**config.mk**
```make
export PLATFORM = sky130hd
export DESIGN_NAME = act_fetch_sched
export DESIGN_NICKNAME = d
export VERILOG_FILES = /design/src/rtl/act_sched_pkg.sv /design/src/rtl/act_credit_cnt.sv /design/src/rtl/act_fetch_sched.sv
export SDC_FILE = /design/constraint.sdc
export NUM_CORES = 1
export LEC_CHECK = 0
export CAP_MARGIN = 20
export CORE_UTILIZATION = 40
export DETAILED_ROUTE_END_ITERATION = 12
export GPL_TIMING_DRIVEN = 0
export MAX_ROUTING_LAYER = met4
export PLACE_DENSITY = 0.7
export SLEW_MARGIN = 20
export SYNTH_ARGS = -nofsm -noshare
export SYNTH_HDL_FRONTEND = slang
export SYNTH_SLANG_ARGS = --single-unit
```
**constraint.sdc**
```tcl
create_clock -name clk -period 4.3 [get_ports clk]
set_input_delay 0.645 -clock clk [delete_from_list [all_inputs] [get_ports clk]]
set_output_delay 0.645 -clock clk [all_outputs]
set_load 0.1 [all_outputs]
```
**src/rtl/act_sched_pkg.sv**
```systemverilog
// Shared definitions for the activation fetch scheduler: state encoding and default widths.
package act_sched_pkg;

  localparam int BLK_W_DEF = 16;
  localparam int RPT_W_DEF = 8;

  localparam logic [1:0] ST_IDLE  = 2'b00;
  localparam logic [1:0] ST_ISSUE = 2'b01;
  localparam logic [1:0] ST_WAIT  = 2'b11;
  localparam logic [1:0] ST_DONE  = 2'b10;

  typedef enum logic [1:0] {
    IDLE  = ST_IDLE,
    ISSUE = ST_ISSUE,
    WAIT  = ST_WAIT,
    DONE  = ST_DONE
  } sched_state_e;

endpackage

```
**src/rtl/act_credit_cnt.sv**
```systemverilog
// Saturating GBF write-credit counter: counts written blocks up to a limit, with a clear
// that can coincide with the first increment.
module act_credit_cnt
  import act_sched_pkg::*;
#(
  parameter int CNT_W = BLK_W_DEF
) (
  input  logic             clk,
  input  logic             rst_n,
  input  logic             clr,
  input  logic             inc,
  input  logic [CNT_W-1:0] limit,
  output logic [CNT_W-1:0] count
);

  always_ff @(posedge clk or negedge rst_n) begin
    if (!rst_n) begin
      count <= '0;
    end else if (clr) begin
      // A write landing in the clearing cycle is the first credit of the new job
      count <= (inc && (limit != '0)) ? CNT_W'(1) : '0;
    end else if (inc && (count < limit)) begin
      count <= count + CNT_W'(1);
    end
  end

endmodule

```
**src/rtl/act_fetch_sched.sv**
```systemverilog
// Job-level scheduler for the activation dispatcher: credit-gated fetch pulses per block,
// NumRpt replays for weight reuse, block free on the final pass, progress/done/error reporting.
module act_fetch_sched
  import act_sched_pkg::*;
#(
  parameter int BLK_W = BLK_W_DEF,
  parameter int RPT_W = RPT_W_DEF
) (
  input  logic             clk,
  input  logic             rst_n,
  input  logic             CFG_Val,
  output logic             CFG_Rdy,
  input  logic [BLK_W-1:0] CFG_NumBlk,
  input  logic [RPT_W-1:0] CFG_NumRpt,
  input  logic             CTRL_Abort,
  input  logic             GBF_BlkWr,
  output logic             GBF_BlkFree,
  output logic             CTRLACT_PlsFetch,
  input  logic             CTRLACT_GetAct,
  output logic [BLK_W-1:0] SCHED_BlkIdx,
  output logic [RPT_W-1:0] SCHED_RptIdx,
  output logic             SCHED_Busy,
  output logic             SCHED_Done,
  output logic             SCHED_Err
);

  sched_state_e     state, state_d;
  logic [BLK_W-1:0] num_blk, num_blk_d, blk_idx, blk_idx_d;
  logic [RPT_W-1:0] num_rpt, num_rpt_d, rpt_idx, rpt_idx_d;
  logic [BLK_W-1:0] wr_cnt, credit_limit;
  logic             fetch_d, free_d, done_d, err_d;
  logic             accept, credit_ok, last_blk, last_rpt;
  logic             credit_clr, credit_inc;

  assign accept     = (state == IDLE) && CFG_Val && !CTRL_Abort;
  assign CFG_Rdy    = (state == IDLE) && !CTRL_Abort;
  assign SCHED_Busy = (state != IDLE);

  assign SCHED_BlkIdx = blk_idx;
  assign SCHED_RptIdx = rpt_idx;

  // The "minus one" forms are only meaningful for a nonzero count
  assign last_blk  = (num_blk != '0) && (blk_idx == num_blk - BLK_W'(1));
  assign last_rpt  = (num_rpt != '0) && (rpt_idx == num_rpt - RPT_W'(1));
  assign credit_ok = (rpt_idx != '0) || (blk_idx < wr_cnt);

  // During accept the job's block count is still on the config bus
  assign credit_clr   = accept || CTRL_Abort;
  assign credit_inc   = GBF_BlkWr && !CTRL_Abort && ((state != IDLE) || accept);
  assign credit_limit = (state == IDLE) ? CFG_NumBlk : num_blk;

  act_credit_cnt #(
    .CNT_W (BLK_W)
  ) u_credit (
    .clk   (clk),
    .rst_n (rst_n),
    .clr   (credit_clr),
    .inc   (credit_inc),
    .limit (credit_limit),
    .count (wr_cnt)
  );

  always_ff @(posedge clk or negedge rst_n) begin
    if (!rst_n) begin
      state <= IDLE;
    end else begin
      state <= state_d;
    end
  end

  always_comb begin
    state_d   = state;
    num_blk_d = num_blk;
    num_rpt_d = num_rpt;
    blk_idx_d = blk_idx;
    rpt_idx_d = rpt_idx;
    fetch_d   = 1'b0;
    free_d    = 1'b0;
    done_d    = 1'b0;
    err_d     = SCHED_Err;
    if (CTRL_Abort) begin
      state_d   = IDLE;
      blk_idx_d = '0;
      rpt_idx_d = '0;
    end else begin
      if (CTRLACT_GetAct && (state != WAIT)) begin
        err_d = 1'b1;
      end
      case (state)
        IDLE: begin
          if (CFG_Val) begin
            num_blk_d = CFG_NumBlk;
            num_rpt_d = CFG_NumRpt;
            blk_idx_d = '0;
            rpt_idx_d = '0;
            err_d     = CTRLACT_GetAct;
            state_d   = ((CFG_NumBlk == '0) || (CFG_NumRpt == '0)) ? DONE : ISSUE;
          end
        end
        ISSUE: begin
          if (credit_ok) begin
            fetch_d = 1'b1;
            state_d = WAIT;
          end
        end
        WAIT: begin
          if (CTRLACT_GetAct) begin
            free_d = last_rpt;
            if (last_blk && last_rpt) begin
              state_d = DONE;
            end else if (last_blk) begin
              blk_idx_d = '0;
              rpt_idx_d = rpt_idx + RPT_W'(1);
              state_d   = ISSUE;
            end else begin
              blk_idx_d = blk_idx + BLK_W'(1);
              state_d   = ISSUE;
            end
          end
        end
        DONE: begin
          done_d  = 1'b1;
          state_d = IDLE;
        end
        default: state_d = IDLE;
      endcase
    end
  end

  always_ff @(posedge clk or negedge rst_n) begin
    if (!rst_n) begin
      num_blk          <= '0;
      num_rpt          <= '0;
      blk_idx          <= '0;
      rpt_idx          <= '0;
      CTRLACT_PlsFetch <= 1'b0;
      GBF_BlkFree      <= 1'b0;
      SCHED_Done       <= 1'b0;
      SCHED_Err        <= 1'b0;
    end else begin
      num_blk          <= num_blk_d;
      num_rpt          <= num_rpt_d;
      blk_idx          <= blk_idx_d;
      rpt_idx          <= rpt_idx_d;
      CTRLACT_PlsFetch <= fetch_d;
      GBF_BlkFree      <= free_d;
      SCHED_Done       <= done_d;
      SCHED_Err        <= err_d;
    end
  end

endmodule
```
==> impl_metrics.yaml <==
critical_path:
  crit_arrival_ns: 4.19
  crit_fanout: 10
  worstPathRequired_ns: 4.52
  worstRegToRegCells: 12
  path_class: "reg -> reg"
  cp-end-kind: "register"
  critPathLaunch: "state[0]"
  rr_startpoint: "state[0]"
  start_kind: "register"
layout:
  final_cell_mix: "dfrtp_1 (70), clkdlybuf4s50_1 (57), nor2_1 (39)"
  fin_util_pct: 50.79
  fin_nets: 693
  multiInputGateArea_sq_um: 3151
  drive_gt1_share_pct: 9.177
  stdcell_count: 801
  seqCellArea_sq_um: 1752
  synthToLayoutAreaGrowth_pct: 21.54
  fillers: 1127
  layout.cells.most_common: "dfrtp_1"
floorplan:
  die_width_um: 115.2
  start_util_pct: 41.79
  fp.dieArea_sq_um: 13270
  io_pins: 60
  die_h_um: 115.2
  core_area_sq_um: 12260
  rows: 40
synthesis:
  seq_area_frac_synth_pct: 34.19
  syn_nets: 623
  synthCells: 557
  synthArstFlopShare_pct: 100.0
  yosysWarnings: 0
  synth_area_per_cell_sq_um: 9.199
  synth_cell_types: 63
  synth_edf_count: 0
  ys_ff_latch: 70
  syn-cell-area_sq_um: 5124
  synthFlopType: "dfrtp_1"
clock_tree:
  cts_tree: "built"
  cts_hold_buf: 0
  numCtsBuffers: 9
  root_buffer: "clkbuf_16"
  clk_latency_ns: 0.34
  cts_sinks: 70
  clk_path_buf_depth: 2
  post_cts_buffers: 0
  path_clk_slew_ns: 0.06
  htreeDepth: 3
sta:
  fin_crit_ns: 3.968
  finalMaxSlewViolations: 0
  setup_viol_count_final: 0
  tightest_slew_ns: 0.9886
  rsz0062_at_grt: "no"
  setup_slack_ns: 0.3315
  tns_ns: 0
  fin_skew_ns: 0.004365
  max_slew_margin_pct: 33.89
  hold_violations: 0
  fmax_mhz: 252.0
  finalCritPeriodShare_pct: 92.29
drt:
  finalWirelength_mm: 14.72
  firstDrtPassIters: 5
  avgViaCountPerCell: 5.923
  wire_per_inst_um: 18.37
  drc: 0
  antenna_left: 0
  drtIter0Drc: 281
  num_vias: 4744
grt:
  grt_max_degree: 50
  grt_use_total_pct: 24.14
  antenna_found_initial: 1
  grt_pass1_vias: 4624
  gr-total-overflow: 0
  grt_pass1_wl_mm: 23.79
worst_hold_path:
  min_path_type: "in -> async"
run:
  cap_violations: 0
place:
  dpl.hpwl_mm: 11.33
  place_inst: 784
  place.gp.congestion: 0.9368
  port_buffers: 58
  dp_slack_ns: -0.2470
run_status:
  status: "finished clean"
power:
  powerDensity_nw_per_um2: 350.1
  p_total_mw: 2.180
  power_leakage_nw: 2.599
  peakVddDrop_mv: 0.2164
-- registers in the layout, indices dropped and copies added, names as in the netlist --
| register | cells |
|---|---|
| SCHED_Done | 1 |
| CTRLACT_PlsFetch | 1 |
| SCHED_BlkIdx | 16 |
| SCHED_RptIdx | 8 |
| SCHED_Err | 1 |
| num_rpt | 8 |
| num_blk | 16 |
| u_credit.count | 16 |
| state | 2 |
| GBF_BlkFree | 1 |
-- worst max-delay path, cell delays in order (launching register included) --
cell,delay [ns]
dfrtp_1,0.37
clkbuf_1,0.24
nor2_4,0.32
clkbuf_2,0.39
mux2i_1,0.32
ha_1,0.30
a21o_1,0.18
a21o_1,0.17
a21oi_1,0.27
o211ai_1,0.45
a21oi_2,0.52
nand4_1,0.16
mux2i_1,0.15
-- final timing paths --
kind	end	slack, ns
max	u_credit.count[11]	0.33
min	u_credit.count[1]	0.20
max reg2reg	u_credit.count[11]	0.33
min reg2reg	SCHED_Err	0.52
max in group asynchronous	SCHED_BlkIdx[10]	3.55
min in group clk	SCHED_Err	0.52
-- routing by layer --
| layer | up-vias | global-route usage [%] | wire [um] |
|---|---|---|---|
| li1 | 2210 | - | - |
| met1 | 2346 | 30.29 | 6650 |
| met2 | 159 | 39.16 | 7034 |
| met3 | 29 | 3.163 | 631 |
| met4 | 0 | 10.22 | 401 |
| met5 | - | - | 0 |
-- area by class of cell --
type / count / share of cell area, %
sequential: 70 / 28.13
timing repair buffer: 59 / 9.725
clock buffer: 10 / 3.838
multi-input combinational: 434 / 50.59
clock inverter: 6 / 0.6028
antenna: 1 / 0.04018
inverter: 30 / 1.808
buffer: 23 / 1.889
tap: 168 / 3.376
-- stage by stage --
stage                     instance area [sq um]  hold slack (ns)
after global routing                       6227           0.2298
after global placement                     5914           0.4977
after CTS                                  6220           0.2146
final                                      6227           0.2031
after detailed placement                   5939           0.5110
after floorplan                            5124           0.3494
-- synthesized netlist by cell type, types with 4 or more instances --
library cell  number  area share [%]
a211oi_1           7             1.0
o31ai_1            4            0.59
a21o_1            19             2.8
a31o_1             4            0.68
inv_1             30             2.2
nor4_1            14             1.7
nand4_1           19             2.3
a21oi_1           26             2.5
nand2_1           36             2.6
o21ai_1            5            0.49
xor2_1             5            0.85
or4_1              5            0.73
xnor2_1           32             5.5
buf_2              6            0.59
and3_1            11             1.3
o21ai_0           23             2.2
clkbuf_1          12            0.88
a22o_1            10             1.7
ha_1              36             8.8
nor3_1            13             1.3
o2111ai_1          4            0.68
nand2b_1           9             1.1
nor2b_1            8            0.98
nand3_1           15             1.5
dfrtp_1           70              34
mux2_2            20             4.4
nor2_1            40             2.9
mux2i_1           19             3.7
a31oi_1            5            0.61
o211ai_1           4            0.59
-- power by group --
part | internal, mW | switching, mW
Combinational | 0.280 | 0.367
Clock | 0.403 | 0.300
Sequential | 0.729 | 0.101
-- kinds of logic (layout without fill, tap and decap cells) --
logic type / after synthesis / in the layout / synth area share, %
flops: 70 / 70 / 34.19
other cells: 0 / 1 / 0
buf+inv: 53 / 128 / 4.469
simple gates: 189 / 189 / 20.17
fa+ha+maj: 36 / 36 / 8.791
mux: 39 / 39 / 8.107
xor+xnor: 37 / 37 / 6.325
compound gates: 133 / 133 / 17.95
-- what timing repair did --
item | CTS | global route
gates resized for setup | 2 | 2
endpoints found under the setup margin | 14 | 4
pin swaps | 0 | 0
gates cloned | 0 | 0
Note: power is estimated with default switching activity, not from simulation.
==> RTL edit (same settings) <==
Change the package constant `BLK_W_DEF` from 16 to 18.
--- a/src/rtl/act_sched_pkg.sv
+++ b/src/rtl/act_sched_pkg.sv
@@ -3,3 +3,3 @@
 
-  localparam int BLK_W_DEF = 16;
+  localparam int BLK_W_DEF = 18;
   localparam int RPT_W_DEF = 8;
Interface: changed (resized CFG_NumBlk and SCHED_BlkIdx); port bits go from 60 to 64. The function was not compared with the original's and may differ.
==> RTL edit against the unedited design <==
- via count grew 10%
- wire length grew 13%
- cell area grew 9.3%
- area after synthesis up 9.6%
- sequential cell count rose by 6
- power is 7.9% higher
- setup slack got worse by 0.12 ns
==> RTL edit: results (changes against the unedited design) <==
run_status:
  outcome: "complete, no violations"
global_routing:
  grt_util_met2: 0.388  # -0.00364
  grt_max_degree: 44  # -12%
  met1_usage: 0.318  # +0.0151
  grt_usage: 0.247  # +0.00529
  antenna_found_initial: 0  # -1
  grt_pass1_vias: 5150  # +11%
  grt_util_met3: 0.0429  # +0.0113
logic_synthesis:
  synth_nets: 704  # +13%
  seq_area_frac_synth: 0.339  # -0.00320
  synth_cell_types: 58  # -7.9%
  synth_compound_area_frac: 0.146  # -0.0331
  synth_area_leaders: "dfrtp_1 34%, ha_1 9.1%, xnor2_1 5.5%, o21ai_0 4.3%, mux2_2 4.2%"
  synthAdderAreaFrac: 0.0914  # +0.00344
  muxShareOfSynthArea: 0.0813  # +0.000254
  synthTopCellsByCount: "76 x dfrtp_1, 48 x o21ai_0, 42 x nor2_1"
worst_setup_path:
  cp_top_family: "buffers and inverters"
  slowest_stage: "dfrtp_1"
  critPathMaxStageDelay_ns: 0.37  # -0.15 ns
  worstPathArrival_ns: 4.30  # +0.11 ns
placement:
  port_buffers: 62  # +6.9%
  hpwl_um: 12400  # +9.9%
  gp_congestion: 0.898  # -4.1%
  placed_area_um2: 6480  # +9.1%
power_and_ir_drop:
  power.leakage_nw: 2.82  # +8.7%
  p_per_area_nw_per_um2: 346  # -1.3%
  vdd_drop_max_uv: 180  # -17%
routing:
  drt-total-wl_um: 16700  # +13%
  drt_first_pass_iters: 6  # +1
  viasPerCell: 5.90  # -0.45%
timing:
  worstMarginPinSlew_ns: 0.993  # +0.00422 ns
  fin_worst_skew_ns: 0.00690  # +0.00254 ns
  clock.fmax_ghz: 0.245  # -2.8%
cells_and_area:
  drive_above_1_share: 0.0789  # -0.0129
  fill_cells: 1265  # +12%
  n_antenna_cell: 0  # -1
worst_hold_path:
  hp-class: "in2async"
## RTL edit: cell count changes after synthesis, sizes merged, moves of 7 or more
cell / unedited run / this run
nor3b: 1 / 8
a22o: 10 / 0
nand3: 15 / 22
o21ai: 28 / 55
a21o: 19 / 10
clkbuf: 12 / 29
## RTL edit: cell families after synthesis
logic type	count (synthesis)
compound gates	135
xor+xnor	46
fa+ha+maj	41
buf+inv	68
flops	76
mux	43
simple gates	222
## RTL edit: worst paths after layout
path	startpoint	endpoint	slack (ns)	cells past startpoint
max	state[1]$_DFFE_PN0P_	u_credit.count[15]$_DFFE_PN0P_	0.22	16
min	rst_n	u_credit.count[7]$_DFFE_PN0P_	0.27	1
min in group clk	SCHED_Err$_DFFE_PN0N_	SCHED_Err$_DFFE_PN0N_	0.57	2
max in group asynchronous	rst_n	num_rpt[7]$_DFFE_PN0P_	3.44	2
min reg2reg	SCHED_Err$_DFFE_PN0N_	SCHED_Err$_DFFE_PN0N_	0.57	2
max reg2reg	state[1]$_DFFE_PN0P_	u_credit.count[15]$_DFFE_PN0P_	0.22	16
## RTL edit: through the flow
step                hold WS, ns  worst slack (ns)  cells  power (W)
global placement          0.535            -0.754    869    0.00155
CTS                       0.275             0.104    886    0.00235
floorplan                 0.349             0.276    631    0.00137
finish                    0.266             0.216    886    0.00235
global route              0.286        -0.0000826    886    0.00248
detailed placement        0.559            -0.851    870    0.00157
## RTL edit: final cells by class
class / count / area share
Timing Repair Buffer: 63 / 0.0949
Inverter: 31 / 0.0171
Clock inverter: 5 / 0.00735
Multi-Input combinational cell: 487 / 0.507
Tap cell: 176 / 0.0324
Buffer: 37 / 0.0250
Clock buffer: 11 / 0.0371
Sequential cell: 76 / 0.279
## RTL edit: layer usage
layer	vias up	routed length [µm]
li1	2436	-
met1	2554	7450
met2	198	7660
met3	36	1070
met4	0	502
met5	-	0
## RTL edit: repair_timing
item                                    in CTS  in global routing
gates resized for setup                      4                  2
endpoints found under the setup margin      18                 10
pin swaps                                    0                  0
buffers inserted                             0                  0
hold endpoints to repair                     0                  0
## RTL edit: power by group
part	internal [W]	switching, W
logic	0.000299	0.000402
registers	0.000788	0.0000903
clock network	0.000477	0.000297
total	0.00156	0.000790
